==> config.mk <==
export PLATFORM = sky130hd
export DESIGN_NAME = array_feeder_flat
export DESIGN_NICKNAME = d
export VERILOG_FILES = /design/src/rtl/array_feeder_if.sv /design/src/rtl/array_feeder.sv /design/src/flat_wrapper.sv
export SDC_FILE = /design/constraint.sdc
export NUM_CORES = 1
export LEC_CHECK = 0
export BUFFER_PORTS_ARGS = -buffer_cell sky130_fd_sc_hd__buf_2
export CAP_MARGIN = 20
export CORE_MARGIN = 2
export CORE_UTILIZATION = 48
export DETAILED_ROUTE_END_ITERATION = 7
export PLACE_DENSITY_LB_ADDON = 0.2
export RECOVER_POWER = 25
export SYNTH_ARGS = -nofsm -noshare
export SYNTH_HDL_FRONTEND = slang
export SYNTH_SLANG_ARGS = --single-unit
==> constraint.sdc <==
create_clock -name clk -period 18.9 [get_ports clk]
set_clock_uncertainty 0.1 [all_clocks]
set_input_delay 2.835 -clock clk [delete_from_list [all_inputs] [get_ports clk]]
set_output_delay 2.835 -clock clk [all_outputs]
set_load 0.05 [all_outputs]
==> src/rtl/array_feeder_if.sv <==
// Load port, job control and array-edge bundle for array_feeder.
// The master side loads rows and starts jobs; the slave side is the feeder.
interface array_feeder_if #(
    parameter int BW = 16
);
    logic                 ld_valid;
    logic                 ld_ready;
    logic                 ld_sel;
    logic [1:0]           ld_idx;
    logic [4*BW-1:0]      ld_data;
    logic                 start;
    logic                 busy;
    logic                 done;
    logic signed [BW-1:0] west_in [4];
    logic signed [BW-1:0] north_in [4];
    logic [3:0]           west_vld;
    logic [3:0]           north_vld;
    logic                 acc_clr;
    logic                 out_phase;
    logic [15:0]          job_cnt;

    modport master (
        output ld_valid, ld_sel, ld_idx, ld_data, start,
        input  ld_ready, busy, done, west_in, north_in,
        input  west_vld, north_vld, acc_clr, out_phase, job_cnt
    );

    modport slave (
        input  ld_valid, ld_sel, ld_idx, ld_data, start,
        output ld_ready, busy, done, west_in, north_in,
        output west_vld, north_vld, acc_clr, out_phase, job_cnt
    );
endinterface

==> src/rtl/array_feeder.sv <==
// Skewed operand feeder for a 4x4 systolic array with A/B row banks.
// Define ARRAY_FEEDER_STAT_EN to enable the completed-job counter job_cnt.
module array_feeder #(
    parameter int BW        = 16,
    parameter int FLUSH_CYC = 4,
    parameter int DRAIN_CYC = 16
) (
    input  logic          clk,
    input  logic          rst,
    array_feeder_if.slave f
);
    typedef enum logic [2:0] {
        IDLE, CLR, FEED, FLUSH, DRAIN, DONE
    } state_t;

    state_t               state;
    logic [2:0]           beat;
    logic [7:0]           cnt;
    logic signed [BW-1:0] a [4][4];
    logic signed [BW-1:0] b [4][4];

    logic                 busy_q;
    logic                 done_q;
    logic                 clr_q;
    logic                 oph_q;
    logic signed [BW-1:0] west_q [4];
    logic signed [BW-1:0] north_q [4];
    logic [3:0]           wv_q;
    logic [3:0]           nv_q;

    logic                 wr;
    logic                 feed_ld;
    logic [2:0]           nb;
    logic signed [BW-1:0] west_n [4];
    logic signed [BW-1:0] north_n [4];
    logic [3:0]           wv_n;
    logic [3:0]           nv_n;

    assign wr = f.ld_valid && (state == IDLE);

    always_ff @(posedge clk) begin
        if (rst) begin
            for (int r = 0; r < 4; r++) begin
                for (int k = 0; k < 4; k++) begin
                    a[r][k] <= '0;
                    b[r][k] <= '0;
                end
            end
        end else if (wr) begin
            for (int k = 0; k < 4; k++) begin
                if (f.ld_sel)
                    b[f.ld_idx][k] <= f.ld_data[k*BW +: BW];
                else
                    a[f.ld_idx][k] <= f.ld_data[k*BW +: BW];
            end
        end
    end

    // Operands for the next beat: row r / column c sees element k when t == r + k.
    always_comb begin
        feed_ld = (state == CLR) || ((state == FEED) && (beat != 3'd6));
        nb      = (state == CLR) ? 3'd0 : beat + 3'd1;
        wv_n    = '0;
        nv_n    = '0;
        for (int r = 0; r < 4; r++) begin
            west_n[r]  = '0;
            north_n[r] = '0;
        end
        for (int r = 0; r < 4; r++) begin
            for (int k = 0; k < 4; k++) begin
                if ({1'b0, nb} == 4'(r + k)) begin
                    west_n[r]  = a[r][k];
                    north_n[r] = b[k][r];
                    wv_n[r]    = 1'b1;
                    nv_n[r]    = 1'b1;
                end
            end
        end
    end

    always_ff @(posedge clk) begin
        if (rst || !feed_ld) begin
            wv_q <= '0;
            nv_q <= '0;
            for (int r = 0; r < 4; r++) begin
                west_q[r]  <= '0;
                north_q[r] <= '0;
            end
        end else begin
            wv_q <= wv_n;
            nv_q <= nv_n;
            for (int r = 0; r < 4; r++) begin
                west_q[r]  <= west_n[r];
                north_q[r] <= north_n[r];
            end
        end
    end

    always_ff @(posedge clk) begin
        if (rst) begin
            state  <= IDLE;
            beat   <= '0;
            cnt    <= '0;
            busy_q <= 1'b0;
            done_q <= 1'b0;
            clr_q  <= 1'b0;
            oph_q  <= 1'b0;
        end else begin
            clr_q  <= 1'b0;
            done_q <= 1'b0;
            unique case (state)
                IDLE: begin
                    if (f.start) begin
                        state  <= CLR;
                        busy_q <= 1'b1;
                        clr_q  <= 1'b1;
                    end
                end
                CLR: begin
                    state <= FEED;
                    beat  <= '0;
                end
                FEED: begin
                    if (beat == 3'd6) begin
                        state <= FLUSH;
                        cnt   <= 8'(FLUSH_CYC - 1);
                    end else begin
                        beat <= beat + 3'd1;
                    end
                end
                FLUSH: begin
                    if (cnt == 8'd0) begin
                        state <= DRAIN;
                        cnt   <= 8'(DRAIN_CYC - 1);
                        oph_q <= 1'b1;
                    end else begin
                        cnt <= cnt - 8'd1;
                    end
                end
                DRAIN: begin
                    if (cnt == 8'd0) begin
                        state  <= DONE;
                        oph_q  <= 1'b0;
                        done_q <= 1'b1;
                    end else begin
                        cnt <= cnt - 8'd1;
                    end
                end
                DONE: begin
                    state  <= IDLE;
                    busy_q <= 1'b0;
                end
                default: state <= IDLE;
            endcase
        end
    end

`ifdef ARRAY_FEEDER_STAT_EN
    logic [15:0] jc_q;

    always_ff @(posedge clk) begin
        if (rst)
            jc_q <= '0;
        else if ((state == DRAIN) && (cnt == 8'd0))
            jc_q <= jc_q + 16'd1;
    end

    assign f.job_cnt = jc_q;
`else
    assign f.job_cnt = '0;
`endif

    assign f.ld_ready  = (state == IDLE);
    assign f.busy      = busy_q;
    assign f.done      = done_q;
    assign f.acc_clr   = clr_q;
    assign f.out_phase = oph_q;
    assign f.west_vld  = wv_q;
    assign f.north_vld = nv_q;
    assign f.west_in   = west_q;
    assign f.north_in  = north_q;
endmodule

==> src/flat_wrapper.sv <==
// flat-port wrapper written by rule: the top's interface ports become plain ports
module array_feeder_flat 
#(
    parameter int BW        = 16,
    parameter int FLUSH_CYC = 4,
    parameter int DRAIN_CYC = 16
)
  (clk, rst, f_ld_valid, f_ld_sel, f_ld_idx, f_ld_data, f_start, f_ld_ready, f_busy, f_done, f_west_in, f_north_in, f_west_vld, f_north_vld, f_acc_clr, f_out_phase, f_job_cnt);
  array_feeder_if #(.BW(BW)) f_i ();
  input  logic clk;
  input  logic rst;
  input wire logic [$bits(f_i.ld_valid)-1:0] f_ld_valid;
  input wire logic [$bits(f_i.ld_sel)-1:0] f_ld_sel;
  input wire logic [$bits(f_i.ld_idx)-1:0] f_ld_idx;
  input wire logic [$bits(f_i.ld_data)-1:0] f_ld_data;
  input wire logic [$bits(f_i.start)-1:0] f_start;
  output wire logic [$bits(f_i.ld_ready)-1:0] f_ld_ready;
  output wire logic [$bits(f_i.busy)-1:0] f_busy;
  output wire logic [$bits(f_i.done)-1:0] f_done;
  output wire logic [$bits(f_i.west_in)-1:0] f_west_in;
  output wire logic [$bits(f_i.north_in)-1:0] f_north_in;
  output wire logic [$bits(f_i.west_vld)-1:0] f_west_vld;
  output wire logic [$bits(f_i.north_vld)-1:0] f_north_vld;
  output wire logic [$bits(f_i.acc_clr)-1:0] f_acc_clr;
  output wire logic [$bits(f_i.out_phase)-1:0] f_out_phase;
  output wire logic [$bits(f_i.job_cnt)-1:0] f_job_cnt;
  assign f_i.ld_valid = f_ld_valid;
  assign f_i.ld_sel = f_ld_sel;
  assign f_i.ld_idx = f_ld_idx;
  assign f_i.ld_data = f_ld_data;
  assign f_i.start = f_start;
  assign f_ld_ready = f_i.ld_ready;
  assign f_busy = f_i.busy;
  assign f_done = f_i.done;
  assign f_west_in = {>>{f_i.west_in}};
  assign f_north_in = {>>{f_i.north_in}};
  assign f_west_vld = f_i.west_vld;
  assign f_north_vld = f_i.north_vld;
  assign f_acc_clr = f_i.acc_clr;
  assign f_out_phase = f_i.out_phase;
  assign f_job_cnt = f_i.job_cnt;
  array_feeder #(.BW(BW), .FLUSH_CYC(FLUSH_CYC), .DRAIN_CYC(DRAIN_CYC)) u_core (.clk(clk), .rst(rst), .f(f_i));
endmodule
==> results.md, run 1 <==
* Placed cells at 3068
* GR Util All Layers at between 20% and 30%
* Post-route insts no fill at 3208
* Relative slew slack at -52.4%
* Setup CP Type: in2reg
* Final Hold Violating Endpoints at 0
* Syn avg cell area at about 13 µm²
* Hold-fix buffers, CTS at 0
* PD cells at approximately 130 nW/µm²
* Pin count of the biggest net entering global routing at approximately 130
* Netlist cell types at 70
* Final critical-path required period at about 6.2 ns
* Leak at 0.0115 µW
* Die area at approximately 60000 µm²
* FF+latch count, synth at 662
* Worst path buffer plus inverter count at 2
* Ys async rst share at 0%
* R2r endpoint: u_core.a[2][15]
* Top cells by area, synth: edfxtp_1 55%, and2_1 12%, dfxtp_1 11%
* Failing checks: DRC, capacitance limit, slew limit
* Number of synthesized flops with an enable pin at approximately 510
* Fmax at between 150 and 200 MHz
* Endpoints failing setup at 0
* Cts repair resizes at 0
* H-tree depth at 3
* CTS root buffer: clkbuf_16
* Post-CTS Setup Inserts at 0
* Vias at between 15000 and 20000
* Crit path max-delay family: buffers and inverters
* Tcrit/Tclk final at roughly 33%
* DRT Pass-1 Iters at 8
* Crit-path most repeated cell: clkbuf_1
* Mapped Cells at about 2200
* Slowest-stage cell, CP: clkbuf_1
* Clock Latency Late Sink at 0.62 ns
* CTS tree: yes
* Area growth from synthesis to layout at 13.0%
* Final Worst Setup Slack at about 13 ns
* Final setup TNS at 0 ns
* Reg-to-reg critical path startpoint: u_core.state[2]
* CP max FO at a little over 60
* Register area share after synthesis at 65.7%
* RSZ-0062 raised after global routing: no
* Residual DRC at 4
* CTS buffer count at 69
* Port Buf Inserts at about 210
* I/O Pins at roughly 230
* Vias in the first global route at 18000
* Overall Power at 3950 µW
* Worst slew pin tran at between 2 and 2.5 ns
* Max_cap viols at 5
* Clock transition at path regs at around 0.06 ns
* Initial antenna violation count at 16
* GRT Residual Overflow at 0
* Core area at about 58000 µm²
* Global placement routability congestion at about 0.84
* Wire length of the first global-routing pass at 117000 µm
* Clock Sinks at around 660
* Worst EP arrival at about 6.6 ns
* Layout cells sized above 1 at 11.7%
* Die X at between 200 and 250 µm
* ANT nets after route at 0
* Row count at slightly below 90
* Worst Hold Class: reg2reg
* Reg2Reg Setup Slack at 14.72 ns
* Via density per instance at roughly 5.8
* Worst slack at placement at 12.93 ns
* Worst Setup Start Kind: primary input
* Number of stages on the worst setup path at 6
* Die Ht at ~250 µm
* DP HPWL at around 46000 µm
* R2R cell count at 5
* Nets at 2451
* Fin util at a little over half
* Syn. warnings at 0
* Critical path's largest stage delay at about 1.5 ns
* Initial core utilization at 48.5%
* CTS max path bufs at 3
* Post-synth top area cell: edfxtp_1
* Status: finished, violations left
* Worst path required time at approximately 19 ns
* CP Cell Sequence: clkbuf_1 -> nor4_1 -> nand3b_1 -> nor2_1 -> clkbuf_1 -> and2_1
* Drt total wl at roughly 80000 µm
* Syn Std Cell Area at between 20000 and 30000 µm²
* Top FF cell, synth: edfxtp_1
* Critical Path Source: rst
* DR WL/cell at about 25 µm
* Slew Viols, Final at 260
* Kind of end point of the critical path: register
* Maximum vdd ir drop at around 0.084 mV
* DRT iter0 DRCs at ~2300
* Setup crit end: u_core.a[2][15]
* Post-synth top area share at 55.0%
## cell usage in the layout (no fill, tap or decap), drive strengths merged, types with 16 or more instances in the layout
cell type,instances
conb,16
a21oi,98
nor2b,36
or3,21
nor3,43
a221oi,25
nand3,56
and3,82
clkbuf,249
and2,515
o311ai,17
a222oi,32
mux2,33
o21ai,113
dfxtp,150
edfxtp,512
o31ai,32
nand2,88
nor2,70
buf,107
a22oi,32
## how the worst min path moves through the flow
stage	startpoint	to	slack (ns)	cells after the start
2_1_floorplan	u_core.b[3][11]	u_core.f.north_in[11]	0.37	2
3_3_place_gp	u_core.f.out_phase	u_core.f.out_phase	0.36	2
3_5_place_dp	u_core.f.out_phase	u_core.f.out_phase	0.37	2
4_1_cts	u_core.f.out_phase	u_core.f.out_phase	0.38	2
5_1_grt	u_core.f.out_phase	u_core.f.out_phase	0.41	2
6_report	u_core.f.out_phase	u_core.f.out_phase	0.38	2
## power breakdown
group / internal, µW / switching (µW) / leakage (µW) / total [µW]
clock: 807 / 567 / 0.00114 / 1370
sequential: 1670 / 58.4 / 0.00651 / 1730
combinational: 223 / 623 / 0.00390 / 846
## flip-flops by register name (all words and copies together), names as in the netlist, 3 cells and up
name               flops
u_core.f.west_in      64
u_core.f.north_in     64
u_core.a             256
u_core.state           3
u_core.b             256
u_core.cnt             8
u_core.beat            3
u_core.f.west_vld      4
## stage by stage
stage | cell area, µm² | hold slack, ns
CTS | 31800 | 0.377
floorplan | 28000 | 0.371
finish | 31600 | 0.380
global placement | 29500 | 0.363
global route | 31600 | 0.415
detailed placement | 29500 | 0.367
## layout make-up
| type | instances | area [µm²] |
|---|---|---|
| Tap cell | 765 | 957 |
| Antenna cell | 9 | 22.5 |
| Sequential cell | 662 | 18400 |
| Multi-Input combinational cell | 1390 | 8750 |
| Clock buffer | 108 | 2130 |
| Inverter | 6 | 22.5 |
| Fill cell | 4884 | 26100 |
| Clock inverter | 20 | 183 |
| Timing Repair Buffer | 248 | 1160 |
## metal layers
layer  vias up  global-route usage, %  routed length (µm)  share of wire, %
li1       8343                      -                   -                 -
met1      9296                   36.0               32200                40
met2       874                   42.0               37900                47
met3       123                   5.05                7360               9.2
met4         0                   11.1                2770               3.5
met5         -                      0                   0                 0
## cell families after synthesis
kind of cell    synth area share [%]
buf+inv                         3.51
other cells                   0.0134
fa+ha+maj                      0.134
flops                           65.7
simple gates                    19.9
xor+xnor                       0.219
mux                             1.33
compound gates                  9.23
## Yosys cell counts (all sizes together) (4+ instances only)
| cell type | n |
|---|---|
| o31ai | 32 |
| and3 | 82 |
| nand2 | 88 |
| a221oi | 25 |
| o211ai | 11 |
| and2 | 515 |
| or2 | 4 |
| edfxtp | 512 |
| nand2b | 5 |
| a21oi | 98 |
| a22oi | 32 |
| mux2 | 33 |
| nor3 | 43 |
| a211oi | 5 |
| o311ai | 17 |
| a21o | 13 |
| nor2b | 36 |
| a222oi | 32 |
| inv | 5 |
| or3 | 21 |
| nand3 | 56 |
| nor2 | 70 |
| buf | 79 |
| dfxtp | 150 |
| clkbuf | 113 |
| nor4 | 5 |
| o21ai | 113 |
## worst min-delay path, stage by stage (launching register included)
cell,delay [ns]
dfxtp_1,0.32
nand2_1,0.05
a21oi_1,0.06
No activity file was read; power rests on OpenSTA's default activity.
==> run 2, diff against run 1 <==
ABC_AREA = 1   (was not set)
clock period = 6.1 ns   (was 18.9 ns; I/O delays follow)
==> run 2 against run 1 <==
  * Wire length rose by 2.7%
  * Area after synthesis is 5.6% lower
  * Design area down 4.5%
  * Die area decreased by 5.5%
  * Power grew to 3.5 times the previous value
  * Register-to-register slack got worse by 13 ns
  * Via count is 4.9% higher
  * Synthesized cell count rose by 16%
  * Sequential share of layout area increased by 2.7 points
  * The run ends with capacitance limit, slew limit left
  * Critical path depth up 2
  * Global-route usage is 2.5 points higher
==> results.md, run 2 <==
* Largest family of logic cells by synthesized area: simple AND/OR/NAND/NOR gates
* Cts repair resizes at 0 (unchanged)
* Relative slew slack at -92.8% (-40 points)
* RSZ-0062 raised after global routing: no
* Mapped Cells at 2589 (+16%)
* Die X at 239 µm (-2.8%)
* Port Buf Inserts at 211 (unchanged)
* H-tree depth at 3 (unchanged)
* GR Util All Layers at 29.0% (+2.5 points)
* Via density per instance at 5.56 (-4.2%)
* Clock Latency Late Sink at 0.63 ns (about the same)
* Final critical-path required period at roughly 5 ns
* R2R cell count at 14 (+9)
* Max_cap viols at 3 (-2)
* CP max FO at 65 (+4.8%)
* Complex-gate fraction of the synthesized area at 3.69% (-5.5 points)
* Mux contribution to synthesized area at 0% (-1.3 points)
* Hold-fix buffers, CTS at 0 (unchanged)
* Vias in the first global route at 18600 (+3.2%)
* R2r endpoint: u_core.f.west_in[47]
* Nets at 2834 (+16%)
* Hold depth at 1 (-1)
* Die area at 56900 µm² (-5.5%)
* GRT Residual Overflow at 0 (unchanged)
* Worst path required time at 6.25 ns (-13.01 ns)
* Regs by FF count: u_core.a x256, u_core.b x256
* DR WL/cell at 23.4 µm (-6.2%)
* Die Ht at 239 µm (-2.8%)
* DRT Pass-1 Iters at 5 (-3)
* Worst Setup Start Kind: primary input
* Post-synth top area share at 58.2% (+3.2 points)
* DP HPWL at 48800 µm (+5.8%)
* Register area share after synthesis at 69.6% (+3.9 points)
* Row count at 85 (-3.4%)
* PD cells at 460 nW/µm² (+270%)
* Drt total wl at 82400 µm (+2.7%)
* Vias at 19600 (+4.9%)
* Sw Share at 37.3% (+5.7 points)
* Core area at 54100 µm² (-6.2%)
* Residual DRC at 0 (-4)
* Worst EP arrival at 5.14 ns (-1.46 ns)
* CTS max path bufs at 3 (unchanged)
* Top FF cell, synth: edfxtp_1
* Kind of end point of the critical path: register
* Reg2Reg Setup Slack at 1.36 ns (-13.36 ns)
* Area growth from synthesis to layout at 14.3%
* Int Power at 8700 µW (+220%)
* Syn. warnings at 0 (unchanged)
* Final Hold Violating Endpoints at 0 (unchanged)
* CTS buffer count at 70 (+1.4%)
* Netlist cell types at 30 (-57%)
* DRT iter0 DRCs at 2659 (+14%)
* Psw at 5180 µW (+320%)
* Reg-to-reg critical path startpoint: u_core.beat[0]
* Clock transition at path regs at 0.06 ns (about the same)
* Top cells by area, synth: edfxtp_1 58%, dfxtp_1 11%, nor2_1 11%
* Sequential share of power at 38.7% (-5.1 points)
* Initial core utilization at 48.8% (+0.32 points)
* Final setup TNS at 0 ns (unchanged)
* Post-CTS Setup Inserts at 0 (unchanged)
* Xor/xnor share of the synthesized area at 0.123% (-0.096 points)
* Endpoints failing setup at 0 (unchanged)
* Slew Viols, Final at 174 (-33%)
* Cell with the most instances after synthesis: nor2_1
* Number of synthesized flops with an enable pin at 512 (unchanged)
* ANT nets after route at 0 (unchanged)
* Commonest cells post-synth: 758 x nor2_1, 520 x nand2_1, 512 x edfxtp_1
* Most frequent cells in the layout: 757 x nor2_1, 514 x nand2_1, 512 x edfxtp_1
* Fill cells at 4747 (-2.8%)
* Worst Hold Class: reg2reg
* Syn avg cell area at 10.2 µm² (-18%)
* Comb pwr share at 30.6% (+9.2 points)
* Leak at 0.0128 µW (+11%)
* Clock Sinks at 662 (unchanged)
* WHS Endpoint: u_core.cnt[0]
* Initial antenna violation count at 1 (-15)
* Post-route insts no fill at 3514 (+9.5%)
* Layout cells sized above 1 at 8.52% (-3.1 points)
* Pin count of the biggest net entering global routing at 66 (-50%)
* Commonest non-fill, non-tap cell in the layout: nor2_1
* Wire length of the first global-routing pass at 120000 µm (+2.2%)
* Fmax at around 200 MHz
* Worst slew pin tran at 2.89 ns (+0.607 ns)
* I/O Pins at 228 (unchanged)
* FF+latch count, synth at 662 (unchanged)
* Hold Path Origin: u_core.cnt[0]
* Failing checks: capacitance limit, slew limit
* Clock Power Share at 30.7% (-4.1 points)
* CTS tree: yes
* Ys async rst share at 0% (unchanged)
* CTS root buffer: clkbuf_16
* Tcrit/Tclk final at about four fifths
* Maximum vdd ir drop at 0.498 mV (+500%)
* Post-synth top area cell: edfxtp_1
* Syn Std Cell Area at 26400 µm² (-5.6%)
* Synth Area in Simple Gates at 21.3% (+1.5 points)
* Setup CP Type: in2reg
* Adder-Cell Fraction of Synth Area at 0.142% (+0.0079 points)
* Global placement routability congestion at 0.888 (+5.8%)
* Status: finished, violations left
* Placed cells at 3383 (+10%)
run 2: layer usage:
metal  wire length (µm)  GRT usage [%]
met5                  0              0
met3               8640           5.88
met4               3760           14.4
met2              37400           44.1
met1              32600           40.0
run 2: area by class of cell:
class / instances / area (µm²) / share of cell area, %
multi-input cells: 1614 / 6820 / 22.6
diodes: 1 / 2.50 / 0.00829
repair buffers: 249 / 1210 / 4.02
clock inverters: 24 / 206 / 0.684
inverters: 163 / 612 / 2.03
clock buffers: 105 / 2090 / 6.92
flip-flops and latches: 662 / 18400 / 60.9
well taps: 696 / 871 / 2.88
run 2: worst max-delay path by stage:
| stage | startpoint | slack, ns | endpoint | depth (start not counted) |
|---|---|---|---|---|
| global route | rst | 0.79 | u_core.a[1][41] | 8 |
| floorplan | rst | 2.09 | u_core.b[3][0] | 8 |
| detailed placement | u_core.beat[0] | 1.41 | u_core.f.west_in[47] | 14 |
| global placement | u_core.beat[0] | 1.59 | u_core.f.west_in[41] | 14 |
| CTS | u_core.beat[0] | 1.42 | u_core.f.west_in[47] | 14 |
| finish | rst | 1.12 | u_core.a[1][0] | 8 |
run 2: power by group through the flow:
| stage | clock (µW) | combinational, µW | sequential (µW) |
|---|---|---|---|
| final | 4260 | 4250 | 5380 |
| after global routing | 4470 | 4600 | 5400 |
| after CTS | 4290 | 4220 | 5370 |
| after detailed placement | 0 | 4210 | 5460 |
| after global placement | 0 | 4130 | 5460 |
| after floorplan | 0 | 2440 | 5850 |
run 2: critical path, cell delays in order:
cell and delay, ns:
clkbuf_1 0.36, clkinv_1 0.70, nand3_1 0.35, nor2_1 0.15, nand3_2 0.08, clkbuf_1 2.03
nand2_2 0.01, buf_4 0.48
run 2: kinds of logic (layout without fill, tap and decap cells):
kind of cell | count (synthesis) | in the layout
AOI/OAI and AO/OA | 162 | 162
xor gates and xnor gates | 2 | 2
adders and majority gates | 3 | 3
buffers and inverters | 328 | 541
DFF | 662 | 662
other | 1 | 17
and+or+nand+nor | 1431 | 1431
run 2: stage by stage:
stage | total power, µW | utilization [%] | hold slack, ns | instance area, µm² | setup slack (ns)
detailed placement | 9670 | 51.9 | 0.350 | 28100 | 1.41
CTS | 13900 | 56.1 | 0.358 | 30400 | 1.42
global route | 14500 | 55.8 | 0.401 | 30200 | 0.795
global placement | 9590 | 51.7 | 0.342 | 28000 | 1.59
floorplan | 8290 | - | 0.323 | 26500 | 2.09
finish | 13900 | 55.8 | 0.356 | 30200 | 1.12
